## src/rtl/decode_stage_if.sv

```systemverilog
// decode_stage_if: fetch-side and execute-side bus of the RV32I decode stage.
//
// Parameters:
//   XLEN     - datapath width (PC and immediate)
//   ALU_OP_W - width of the alu_op field
//
// Modports:
//   master - the decode stage. It drives in_ready and the registered out_* bundle.
//            It receives flush, in_valid, in_inst, in_pc and out_ready.
//   slave  - the surrounding pipeline (fetch, execute and flush control).
//            It is the mirror image of master.
interface decode_stage_if #(
    parameter int XLEN     = 32,
    parameter int ALU_OP_W = 4
);
    logic                flush;
    logic                in_valid;
    logic                in_ready;
    logic [31:0]         in_inst;
    logic [XLEN-1:0]     in_pc;
    logic                out_valid;
    logic                out_ready;
    logic [XLEN-1:0]     out_pc;
    logic [ALU_OP_W-1:0] out_alu_op;
    logic [1:0]          out_alu_src;
    logic                out_mem_read;
    logic                out_mem_write;
    logic                out_reg_write;
    logic                out_branch;
    logic                out_jump;
    logic [2:0]          out_funct3;
    logic [4:0]          out_rs1;
    logic [4:0]          out_rs2;
    logic [4:0]          out_rd;
    logic [XLEN-1:0]     out_imm;
    logic                out_illegal;

    modport master (
        input  flush, in_valid, in_inst, in_pc, out_ready,
        output in_ready, out_valid, out_pc, out_alu_op, out_alu_src,
               out_mem_read, out_mem_write, out_reg_write, out_branch, out_jump,
               out_funct3, out_rs1, out_rs2, out_rd, out_imm, out_illegal
    );

    modport slave (
        output flush, in_valid, in_inst, in_pc, out_ready,
        input  in_ready, out_valid, out_pc, out_alu_op, out_alu_src,
               out_mem_read, out_mem_write, out_reg_write, out_branch, out_jump,
               out_funct3, out_rs1, out_rs2, out_rd, out_imm, out_illegal
    );
endinterface

```

## src/rtl/decode_stage.sv

```systemverilog
// decode_stage: registered RV32I instruction-decode stage between fetch and execute.
//
// The stage decodes one instruction per cycle. It accepts the instruction over a
// valid/ready handshake and holds the decoded bundle in an output register. It
// stalls for one cycle on a load-use hazard. Flush has priority over all other
// inputs.
//
// Ports:
//   clk  - clock; all state is updated on the rising edge.
//   rst  - asynchronous active-high reset.
//   bus  - decode_stage_if.master. It carries:
//            fetch side:   in_valid, in_ready, in_inst, in_pc
//            flush
//            execute side: out_valid, out_ready and the out_* decoded fields.
//
// Optional feature (macro DECODE_PERF_CNT_EN):
//   When the macro is defined, three 32-bit wrapping counters are added as outputs:
//     perf_issued  - number of bundles consumed by execute.
//     perf_bubbles - number of cycles stalled by a load-use hazard.
//     perf_illegal - number of illegal bundles consumed by execute.
module decode_stage #(
    parameter int XLEN     = 32,
    parameter int ALU_OP_W = 4
) (
    input  logic        clk,
    input  logic        rst,
`ifdef DECODE_PERF_CNT_EN
    output logic [31:0] perf_issued,
    output logic [31:0] perf_bubbles,
    output logic [31:0] perf_illegal,
`endif
    decode_stage_if.master bus
);

    localparam logic [6:0] OP_R      = 7'b0110011;
    localparam logic [6:0] OP_IALU   = 7'b0010011;
    localparam logic [6:0] OP_LOAD   = 7'b0000011;
    localparam logic [6:0] OP_STORE  = 7'b0100011;
    localparam logic [6:0] OP_BRANCH = 7'b1100011;
    localparam logic [6:0] OP_LUI    = 7'b0110111;
    localparam logic [6:0] OP_AUIPC  = 7'b0010111;
    localparam logic [6:0] OP_JAL    = 7'b1101111;
    localparam logic [6:0] OP_JALR   = 7'b1100111;

    localparam logic [ALU_OP_W-1:0] ALU_ADD   = ALU_OP_W'(0);
    localparam logic [ALU_OP_W-1:0] ALU_SUB   = ALU_OP_W'(1);
    localparam logic [ALU_OP_W-1:0] ALU_SLL   = ALU_OP_W'(2);
    localparam logic [ALU_OP_W-1:0] ALU_SLT   = ALU_OP_W'(3);
    localparam logic [ALU_OP_W-1:0] ALU_SLTU  = ALU_OP_W'(4);
    localparam logic [ALU_OP_W-1:0] ALU_XOR   = ALU_OP_W'(5);
    localparam logic [ALU_OP_W-1:0] ALU_SRL   = ALU_OP_W'(6);
    localparam logic [ALU_OP_W-1:0] ALU_SRA   = ALU_OP_W'(7);
    localparam logic [ALU_OP_W-1:0] ALU_OR    = ALU_OP_W'(8);
    localparam logic [ALU_OP_W-1:0] ALU_AND   = ALU_OP_W'(9);
    localparam logic [ALU_OP_W-1:0] ALU_PASSB = ALU_OP_W'(10);

    typedef enum logic [2:0] {FMT_R, FMT_I, FMT_S, FMT_B, FMT_U, FMT_J} imm_fmt_t;

    // Builds the 32-bit immediate for the given format. Every format takes its
    // sign bit from inst[31]. The B and J formats have an implicit zero in bit 0.
    function automatic logic signed [31:0] imm_gen(input logic [31:0] inst,
                                                   input imm_fmt_t    fmt);
        logic signed [31:0] imm;
        case (fmt)
            FMT_I:   imm = {{20{inst[31]}}, inst[31:20]};
            FMT_S:   imm = {{20{inst[31]}}, inst[31:25], inst[11:7]};
            FMT_B:   imm = {{19{inst[31]}}, inst[31], inst[7], inst[30:25], inst[11:8], 1'b0};
            FMT_U:   imm = {inst[31:12], 12'h000};
            FMT_J:   imm = {{11{inst[31]}}, inst[31], inst[19:12], inst[20], inst[30:21], 1'b0};
            default: imm = '0;
        endcase
        return imm;
    endfunction

    // Maps funct3 to an ALU operation. 'alt' is funct7[5] and selects SUB or SRA.
    function automatic logic [ALU_OP_W-1:0] alu_funct(input logic [2:0] f3,
                                                      input logic       alt);
        logic [ALU_OP_W-1:0] op;
        case (f3)
            3'b000:  op = alt ? ALU_SUB : ALU_ADD;
            3'b001:  op = ALU_SLL;
            3'b010:  op = ALU_SLT;
            3'b011:  op = ALU_SLTU;
            3'b100:  op = ALU_XOR;
            3'b101:  op = alt ? ALU_SRA : ALU_SRL;
            3'b110:  op = ALU_OR;
            default: op = ALU_AND;
        endcase
        return op;
    endfunction

    logic [6:0] opcode;
    logic [2:0] funct3;
    logic [6:0] funct7;
    logic [4:0] rs1, rs2, rd;

    assign opcode = bus.in_inst[6:0];
    assign rd     = bus.in_inst[11:7];
    assign funct3 = bus.in_inst[14:12];
    assign rs1    = bus.in_inst[19:15];
    assign rs2    = bus.in_inst[24:20];
    assign funct7 = bus.in_inst[31:25];

    // ---- stage p0: combinational decode of the presented instruction ----
    logic [ALU_OP_W-1:0]    alu_op_p0;
    logic [1:0]             alu_src_p0;
    logic                   mem_read_p0, mem_write_p0, reg_write_p0;
    logic                   branch_p0, jump_p0, illegal_p0;
    logic                   uses_rs1_p0, uses_rs2_p0;
    imm_fmt_t               fmt_p0;
    logic signed [XLEN-1:0] imm_p0;

    always_comb begin
        alu_op_p0    = ALU_ADD;
        alu_src_p0   = 2'b00;
        mem_read_p0  = 1'b0;
        mem_write_p0 = 1'b0;
        reg_write_p0 = 1'b0;
        branch_p0    = 1'b0;
        jump_p0      = 1'b0;
        illegal_p0   = 1'b0;
        uses_rs1_p0  = 1'b0;
        uses_rs2_p0  = 1'b0;
        fmt_p0       = FMT_R;
        case (opcode)
            OP_R: begin
                reg_write_p0 = 1'b1;
                uses_rs1_p0  = 1'b1;
                uses_rs2_p0  = 1'b1;
                if (funct7 == 7'h00)
                    alu_op_p0 = alu_funct(funct3, 1'b0);
                else if (funct7 == 7'h20 && (funct3 == 3'b000 || funct3 == 3'b101))
                    alu_op_p0 = alu_funct(funct3, 1'b1);
                else
                    illegal_p0 = 1'b1;
            end
            OP_IALU: begin
                // funct7[5] matters only for SRAI. An ADDI with bit 30 set stays ADD.
                alu_op_p0    = alu_funct(funct3, (funct3 == 3'b101) & funct7[5]);
                alu_src_p0   = 2'b01;
                reg_write_p0 = 1'b1;
                uses_rs1_p0  = 1'b1;
                fmt_p0       = FMT_I;
            end
            OP_LOAD: begin
                alu_src_p0   = 2'b01;
                mem_read_p0  = 1'b1;
                reg_write_p0 = 1'b1;
                uses_rs1_p0  = 1'b1;
                fmt_p0       = FMT_I;
            end
            OP_STORE: begin
                alu_src_p0   = 2'b01;
                mem_write_p0 = 1'b1;
                uses_rs1_p0  = 1'b1;
                uses_rs2_p0  = 1'b1;
                fmt_p0       = FMT_S;
            end
            OP_BRANCH: begin
                alu_op_p0   = ALU_SUB;
                branch_p0   = 1'b1;
                uses_rs1_p0 = 1'b1;
                uses_rs2_p0 = 1'b1;
                fmt_p0      = FMT_B;
            end
            OP_LUI: begin
                alu_op_p0    = ALU_PASSB;
                alu_src_p0   = 2'b01;
                reg_write_p0 = 1'b1;
                fmt_p0       = FMT_U;
            end
            OP_AUIPC: begin
                alu_src_p0   = 2'b10;
                reg_write_p0 = 1'b1;
                fmt_p0       = FMT_U;
            end
            OP_JAL: begin
                alu_src_p0   = 2'b11;
                reg_write_p0 = 1'b1;
                jump_p0      = 1'b1;
                fmt_p0       = FMT_J;
            end
            OP_JALR: begin
                alu_src_p0   = 2'b11;
                reg_write_p0 = 1'b1;
                jump_p0      = 1'b1;
                uses_rs1_p0  = 1'b1;
                fmt_p0       = FMT_I;
            end
            default: illegal_p0 = 1'b1;
        endcase
        // An illegal bundle still flows to execute, but it must not change any
        // architectural state.
        if (illegal_p0) begin
            reg_write_p0 = 1'b0;
            mem_read_p0  = 1'b0;
            mem_write_p0 = 1'b0;
        end
        if (rd == 5'd0)
            reg_write_p0 = 1'b0;
        imm_p0 = XLEN'(imm_gen(bus.in_inst, fmt_p0));
    end

    // ---- stage p1: output register ----
    logic                   vld_p1;
    logic [XLEN-1:0]        pc_p1;
    logic [ALU_OP_W-1:0]    alu_op_p1;
    logic [1:0]             alu_src_p1;
    logic                   mem_read_p1, mem_write_p1, reg_write_p1;
    logic                   branch_p1, jump_p1, illegal_p1;
    logic [2:0]             funct3_p1;
    logic [4:0]             rs1_p1, rs2_p1, rd_p1;
    logic signed [XLEN-1:0] imm_p1;

    logic hazard, in_ready, in_fire, out_fire;

    // Stall while a load still sits in the output register and the presented
    // instruction reads the load's destination.
    assign hazard   = vld_p1 & mem_read_p1 & (rd_p1 != 5'd0) & bus.in_valid &
                      ((uses_rs1_p0 & (rs1 == rd_p1)) | (uses_rs2_p0 & (rs2 == rd_p1)));
    assign in_ready = !bus.flush & !hazard & (!vld_p1 | bus.out_ready);
    assign in_fire  = bus.in_valid & in_ready;
    assign out_fire = vld_p1 & bus.out_ready;

    always_ff @(posedge clk or posedge rst) begin
        if (rst) begin
            vld_p1       <= 1'b0;
            pc_p1        <= '0;
            alu_op_p1    <= '0;
            alu_src_p1   <= '0;
            mem_read_p1  <= 1'b0;
            mem_write_p1 <= 1'b0;
            reg_write_p1 <= 1'b0;
            branch_p1    <= 1'b0;
            jump_p1      <= 1'b0;
            illegal_p1   <= 1'b0;
            funct3_p1    <= '0;
            rs1_p1       <= '0;
            rs2_p1       <= '0;
            rd_p1        <= '0;
            imm_p1       <= '0;
        end else if (bus.flush) begin
            vld_p1 <= 1'b0;
        end else if (in_fire) begin
            vld_p1       <= 1'b1;
            pc_p1        <= bus.in_pc;
            alu_op_p1    <= alu_op_p0;
            alu_src_p1   <= alu_src_p0;
            mem_read_p1  <= mem_read_p0;
            mem_write_p1 <= mem_write_p0;
            reg_write_p1 <= reg_write_p0;
            branch_p1    <= branch_p0;
            jump_p1      <= jump_p0;
            illegal_p1   <= illegal_p0;
            funct3_p1    <= funct3;
            rs1_p1       <= rs1;
            rs2_p1       <= rs2;
            rd_p1        <= rd;
            imm_p1       <= imm_p0;
        end else if (out_fire) begin
            vld_p1 <= 1'b0;
        end
    end

    assign bus.in_ready      = in_ready;
    assign bus.out_valid     = vld_p1;
    assign bus.out_pc        = pc_p1;
    assign bus.out_alu_op    = alu_op_p1;
    assign bus.out_alu_src   = alu_src_p1;
    assign bus.out_mem_read  = mem_read_p1;
    assign bus.out_mem_write = mem_write_p1;
    assign bus.out_reg_write = reg_write_p1;
    assign bus.out_branch    = branch_p1;
    assign bus.out_jump      = jump_p1;
    assign bus.out_funct3    = funct3_p1;
    assign bus.out_rs1       = rs1_p1;
    assign bus.out_rs2       = rs2_p1;
    assign bus.out_rd        = rd_p1;
    assign bus.out_imm       = imm_p1;
    assign bus.out_illegal   = illegal_p1;

`ifdef DECODE_PERF_CNT_EN
    // A handover that coincides with a flush still counts as issued, because
    // execute has taken the bundle.
    always_ff @(posedge clk or posedge rst) begin
        if (rst) begin
            perf_issued  <= '0;
            perf_bubbles <= '0;
            perf_illegal <= '0;
        end else begin
            if (out_fire)
                perf_issued <= perf_issued + 32'd1;
            if (hazard)
                perf_bubbles <= perf_bubbles + 32'd1;
            if (out_fire & illegal_p1)
                perf_illegal <= perf_illegal + 32'd1;
        end
    end
`endif

endmodule
```

## src/flat_wrapper.sv

```systemverilog
// flat-port wrapper written by rule: the top's interface ports become plain ports
module decode_stage_flat 
#(
    parameter int XLEN     = 32,
    parameter int ALU_OP_W = 4
)
  (clk, rst, bus_flush, bus_in_valid, bus_in_inst, bus_in_pc, bus_out_ready, bus_in_ready, bus_out_valid, bus_out_pc, bus_out_alu_op, bus_out_alu_src, bus_out_mem_read, bus_out_mem_write, bus_out_reg_write, bus_out_branch, bus_out_jump, bus_out_funct3, bus_out_rs1, bus_out_rs2, bus_out_rd, bus_out_imm, bus_out_illegal);
  decode_stage_if #(.XLEN(XLEN), .ALU_OP_W(ALU_OP_W)) bus_i ();
  input  logic clk;
  input  logic rst;
  input wire logic [$bits(bus_i.flush)-1:0] bus_flush;
  input wire logic [$bits(bus_i.in_valid)-1:0] bus_in_valid;
  input wire logic [$bits(bus_i.in_inst)-1:0] bus_in_inst;
  input wire logic [$bits(bus_i.in_pc)-1:0] bus_in_pc;
  input wire logic [$bits(bus_i.out_ready)-1:0] bus_out_ready;
  output wire logic [$bits(bus_i.in_ready)-1:0] bus_in_ready;
  output wire logic [$bits(bus_i.out_valid)-1:0] bus_out_valid;
  output wire logic [$bits(bus_i.out_pc)-1:0] bus_out_pc;
  output wire logic [$bits(bus_i.out_alu_op)-1:0] bus_out_alu_op;
  output wire logic [$bits(bus_i.out_alu_src)-1:0] bus_out_alu_src;
  output wire logic [$bits(bus_i.out_mem_read)-1:0] bus_out_mem_read;
  output wire logic [$bits(bus_i.out_mem_write)-1:0] bus_out_mem_write;
  output wire logic [$bits(bus_i.out_reg_write)-1:0] bus_out_reg_write;
  output wire logic [$bits(bus_i.out_branch)-1:0] bus_out_branch;
  output wire logic [$bits(bus_i.out_jump)-1:0] bus_out_jump;
  output wire logic [$bits(bus_i.out_funct3)-1:0] bus_out_funct3;
  output wire logic [$bits(bus_i.out_rs1)-1:0] bus_out_rs1;
  output wire logic [$bits(bus_i.out_rs2)-1:0] bus_out_rs2;
  output wire logic [$bits(bus_i.out_rd)-1:0] bus_out_rd;
  output wire logic [$bits(bus_i.out_imm)-1:0] bus_out_imm;
  output wire logic [$bits(bus_i.out_illegal)-1:0] bus_out_illegal;
  assign bus_i.flush = bus_flush;
  assign bus_i.in_valid = bus_in_valid;
  assign bus_i.in_inst = bus_in_inst;
  assign bus_i.in_pc = bus_in_pc;
  assign bus_i.out_ready = bus_out_ready;
  assign bus_in_ready = bus_i.in_ready;
  assign bus_out_valid = bus_i.out_valid;
  assign bus_out_pc = bus_i.out_pc;
  assign bus_out_alu_op = bus_i.out_alu_op;
  assign bus_out_alu_src = bus_i.out_alu_src;
  assign bus_out_mem_read = bus_i.out_mem_read;
  assign bus_out_mem_write = bus_i.out_mem_write;
  assign bus_out_reg_write = bus_i.out_reg_write;
  assign bus_out_branch = bus_i.out_branch;
  assign bus_out_jump = bus_i.out_jump;
  assign bus_out_funct3 = bus_i.out_funct3;
  assign bus_out_rs1 = bus_i.out_rs1;
  assign bus_out_rs2 = bus_i.out_rs2;
  assign bus_out_rd = bus_i.out_rd;
  assign bus_out_imm = bus_i.out_imm;
  assign bus_out_illegal = bus_i.out_illegal;
  decode_stage #(.XLEN(XLEN), .ALU_OP_W(ALU_OP_W)) u_core (.clk(clk), .rst(rst), .bus(bus_i));
endmodule
```

## config.mk

```make
export PLATFORM = sky130hd
export DESIGN_NAME = decode_stage_flat
export DESIGN_NICKNAME = d
export VERILOG_FILES = /design/src/rtl/decode_stage_if.sv /design/src/rtl/decode_stage.sv /design/src/flat_wrapper.sv
export SDC_FILE = /design/constraint.sdc
export NUM_CORES = 1
export LEC_CHECK = 0
export ABC_AREA = 0
export CAP_MARGIN = 40
export CORE_MARGIN = 2
export CORE_UTILIZATION = 60
export DETAILED_ROUTE_END_ITERATION = 10
export DONT_BUFFER_PORTS = 1
export PLACE_DENSITY_LB_ADDON = 0.15
export SETUP_SLACK_MARGIN = 0.1
export SLEW_MARGIN = 20
export SYNTH_ARGS = -nofsm -noshare
export SYNTH_HDL_FRONTEND = slang
export SYNTH_SLANG_ARGS = --single-unit
```

## constraint.sdc

```tcl
create_clock -name clk -period 6 [get_ports clk]
set_input_delay 0.9 -clock clk [delete_from_list [all_inputs] [get_ports clk]]
set_output_delay 0.9 -clock clk [all_outputs]
set_load 0.01 [all_outputs]
```

==> flow_summary_export.csv <==
group,metric,value,unit
run_status,status,"complete, no violations",
grt,antenna_found_initial,0,
worst_setup_path,start_kind,"input pin",
worst_setup_path,crit_fanout,64,
floorplanning,dieArea,8380,um^2
cts,clockBufferDepth,2,
cts,cts_resized,0,
sta,whs,0.457,ns
sta,hold_viol,0,
final_layout,final_common_cell,"dfrtp_1",
sta,skew,0.0105,ns
cts,numClockSinks,95,
worst_setup_path,path_class,"in -> reg",
final_layout,syn2layout_area_growth,6.07,%
drt,drc,0,
drt,drt-met1-wl,3900,um
floorplanning,row_count,31,
sta,worst_pin_slew,0.656,ns
drt,wl_met3,1010,um
drt,via_per_inst,6.09,
cts,clk_latency,0.36,ns
cts,post_cts_buffers,0,
sta,clock.fmax,329,MHz
yosys,async_flop_share,1.00,
final_layout,final_cells,458,
floorplanning,dieWidth,91.6,um
floorplanning,initial_core_util,0.627,
sta,period_needed,3.04,ns
grt,grt_usage,0.245,
power,finalPower,1.39,mW
drt,vias,2791,
yosys,yosys_warnings,0,
place,dp_cells,442,
place,hpwl,7180,um
drt,ant_nets,0,
yosys,synth.distinct_cells,47,
grt,grt_pass1_wl,16100,um
final_layout,final-seq-area,2380,um^2
yosys,synth-edff-count,0,
yosys,synth_area_per_cell,12.8,um^2
final_layout,fin_nets,423,
final_layout,mostFrequentLayoutCells,"dfrtp_1 (95), mux2_4 (39), mux2_2 (35), inv_1 (22), mux2i_1 (21)",
cts,postCtsHoldBufs,0,
final_layout,antennaDiodeCount,0,
power,p_per_area,286,nW/um^2
drt,wl_per_cell,21.7,um
job,drv_cap,0,
worst_setup_path,cp.arrival,3.28,ns
cts,clkTransAtPathRegs,0.09,ns
place,globalplace.congestion,0.877,
drt,initialDrtViolationCount,128,
worst_hold_path,hp-class,"in -> async",
yosys,synth-seq-cells,95,
worst_setup_path,worst_setup_path_end_kind,"flop",
cts,clockRootBuffer,"clkbuf_8",
grt,grt_start_max_net_pins,65,
yosys,syn_nets,427,
power,peakVddDrop,168,uV
yosys,syn-cell-area,4600,um^2
power,leakage,2.42,nW
floorplanning,die_h,91.6,um
drt,highest_layer,"met4",
final_layout,fillers,546,
sta,rsz0062_at_grt,"false",
worst_setup_path,cp.required,6.24,ns
grt,grt_overflow_total,0,
grt,grt_pass1_vias,2997,
yosys,ys.flop_type,"dfrtp_1",
final_layout,multi_input_area,2020,um^2
cts,cts_htree_levels,3,
drt,met2_length,4890,um
floorplanning,fp.coreArea,7330,um^2
drt,dr.pass1.iters,4,
sta,setup_viol,0,
sta,report.final.slew_viol_count,0,
floorplanning,io_pins,165,
cts,numCtsBuffers,9,
yosys,synth_seq_area_share,0.517,
drt,routed_wl,9940,um
cts,cts_tree,"built",
final_layout,drive_above_1_share,0.276,
sta,relSlewSlack,0.562,
place,port-buffer-count,0,
sta,finalCritPeriodShare,0.506,
sta,finalSetupTns,0,ns
yosys,synthCells,358,
final_layout,utilization,0.665,
cell families (layout without fill, tap and decap cells):
kind of cell           count (synthesis)  in the layout  share of synthesized area
AO/OA/AOI/OAI                         56             56                     0.0871
XOR/XNOR                              13             13                     0.0248
buffers and inverters                 42             43                     0.0457
flip-flops                            95             95                      0.517
multiplexers                          95             95                      0.259
AND/OR/NAND/NOR                       57             57                     0.0669
Yosys cell counts, types with 2 or more instances:
| master | number | area, um^2 |
|---|---|---|
| mux2_4 | 39 | 586 |
| o31ai_1 | 3 | 22.5 |
| nor2_1 | 9 | 33.8 |
| mux2_2 | 35 | 394 |
| xor2_1 | 9 | 78.8 |
| o211ai_1 | 2 | 15.0 |
| and2_1 | 2 | 12.5 |
| dfrtp_1 | 95 | 2380 |
| nand3_1 | 2 | 10.0 |
| o21ai_0 | 7 | 35.0 |
| or4_1 | 3 | 22.5 |
| nor4_1 | 2 | 12.5 |
| mux2i_1 | 21 | 210 |
| and3_1 | 3 | 18.8 |
| nand3b_1 | 2 | 15.0 |
| nand2b_1 | 2 | 12.5 |
| a21o_1 | 13 | 97.6 |
| a21oi_1 | 13 | 65.1 |
| a22oi_1 | 4 | 30.0 |
| buf_2 | 6 | 30.0 |
| buf_4 | 2 | 15.0 |
| nor3_1 | 3 | 15.0 |
| and3b_1 | 3 | 26.3 |
| xnor2_1 | 4 | 35.0 |
| nand2_1 | 19 | 71.3 |
| clkbuf_1 | 6 | 22.5 |
| buf_6 | 5 | 56.3 |
| o21bai_1 | 2 | 15.0 |
| nor2b_1 | 2 | 12.5 |
| inv_1 | 23 | 86.3 |
metal layers:
metal | up-vias | GRT usage
li1 | 1250 | -
met1 | 1400 | 0.306
met2 | 124 | 0.395
met3 | 17 | 0.0979
met4 | 0 | 0.0694
met5 | - | 0
critical path, stage by stage:
cell and delay, ns:
nand3b_1 0.25, nor4_1 0.33, a32oi_1 0.17, o21bai_4 0.57
buf_16 0.25, buf_12 0.33, mux2_2 0.39
through the flow:
stage                     instance area [um^2]  worst slack, ns
after CTS                                 4880             3.01
after floorplan                           4600             2.62
after detailed placement                  4670             2.61
after global routing                      4880             2.79
after global placement                    4640             2.43
final                                     4880             2.96
cell type report:
class	count	share of cell area
Clock buffer	11	0.0290
Clock inverter	5	0.0131
Inverter	23	0.0182
Multi-Input combinational cell	221	0.415
Sequential cell	95	0.487
Tap cell	99	0.0254
Timing Repair Buffer	4	0.0123
flip-flops by register name, indices dropped and copies added, names as in the netlist:
name and cells:
u_core.bus.out_alu_src 2, u_core.bus.out_mem_write 1, u_core.bus.out_mem_read 1, u_core.bus.out_alu_op 4, u_core.bus.out_jump 1, u_core.bus.out_imm 32
u_core.bus.out_funct3 3, u_core.bus.out_valid 1, u_core.bus.out_rs1 5, u_core.bus.out_pc 32, u_core.bus.out_rs2 5, u_core.bus.out_illegal 1
u_core.bus.out_rd 5, u_core.bus.out_reg_write 1, u_core.bus.out_branch 1
power by group:
group	leakage, nW	internal [mW]	total [mW]	switching [mW]
registers	1.21	0.708	0.800	0.0913
clock network	0.101	0.208	0.432	0.223
logic	1.11	0.0989	0.163	0.0646
final timing paths:
path	end	slack [ns]	cells after the start	start
setup / recovery	u_core.bus.out_funct3[0]	2.96	7	bus_in_inst[3]
hold / removal	u_core.bus.out_pc[26]	0.46	1	rst
setup reg to reg	u_core.bus.out_funct3[0]	2.99	7	u_core.bus.out_rd[1]
hold reg to reg	u_core.bus.out_imm[18]	0.58	2	u_core.bus.out_imm[18]
max in group asynchronous	u_core.bus.out_imm[28]	4.49	2	rst
min in group clk	u_core.bus.out_imm[18]	0.58	2	u_core.bus.out_imm[18]
No activity file was read; power rests on OpenSTA's default activity.
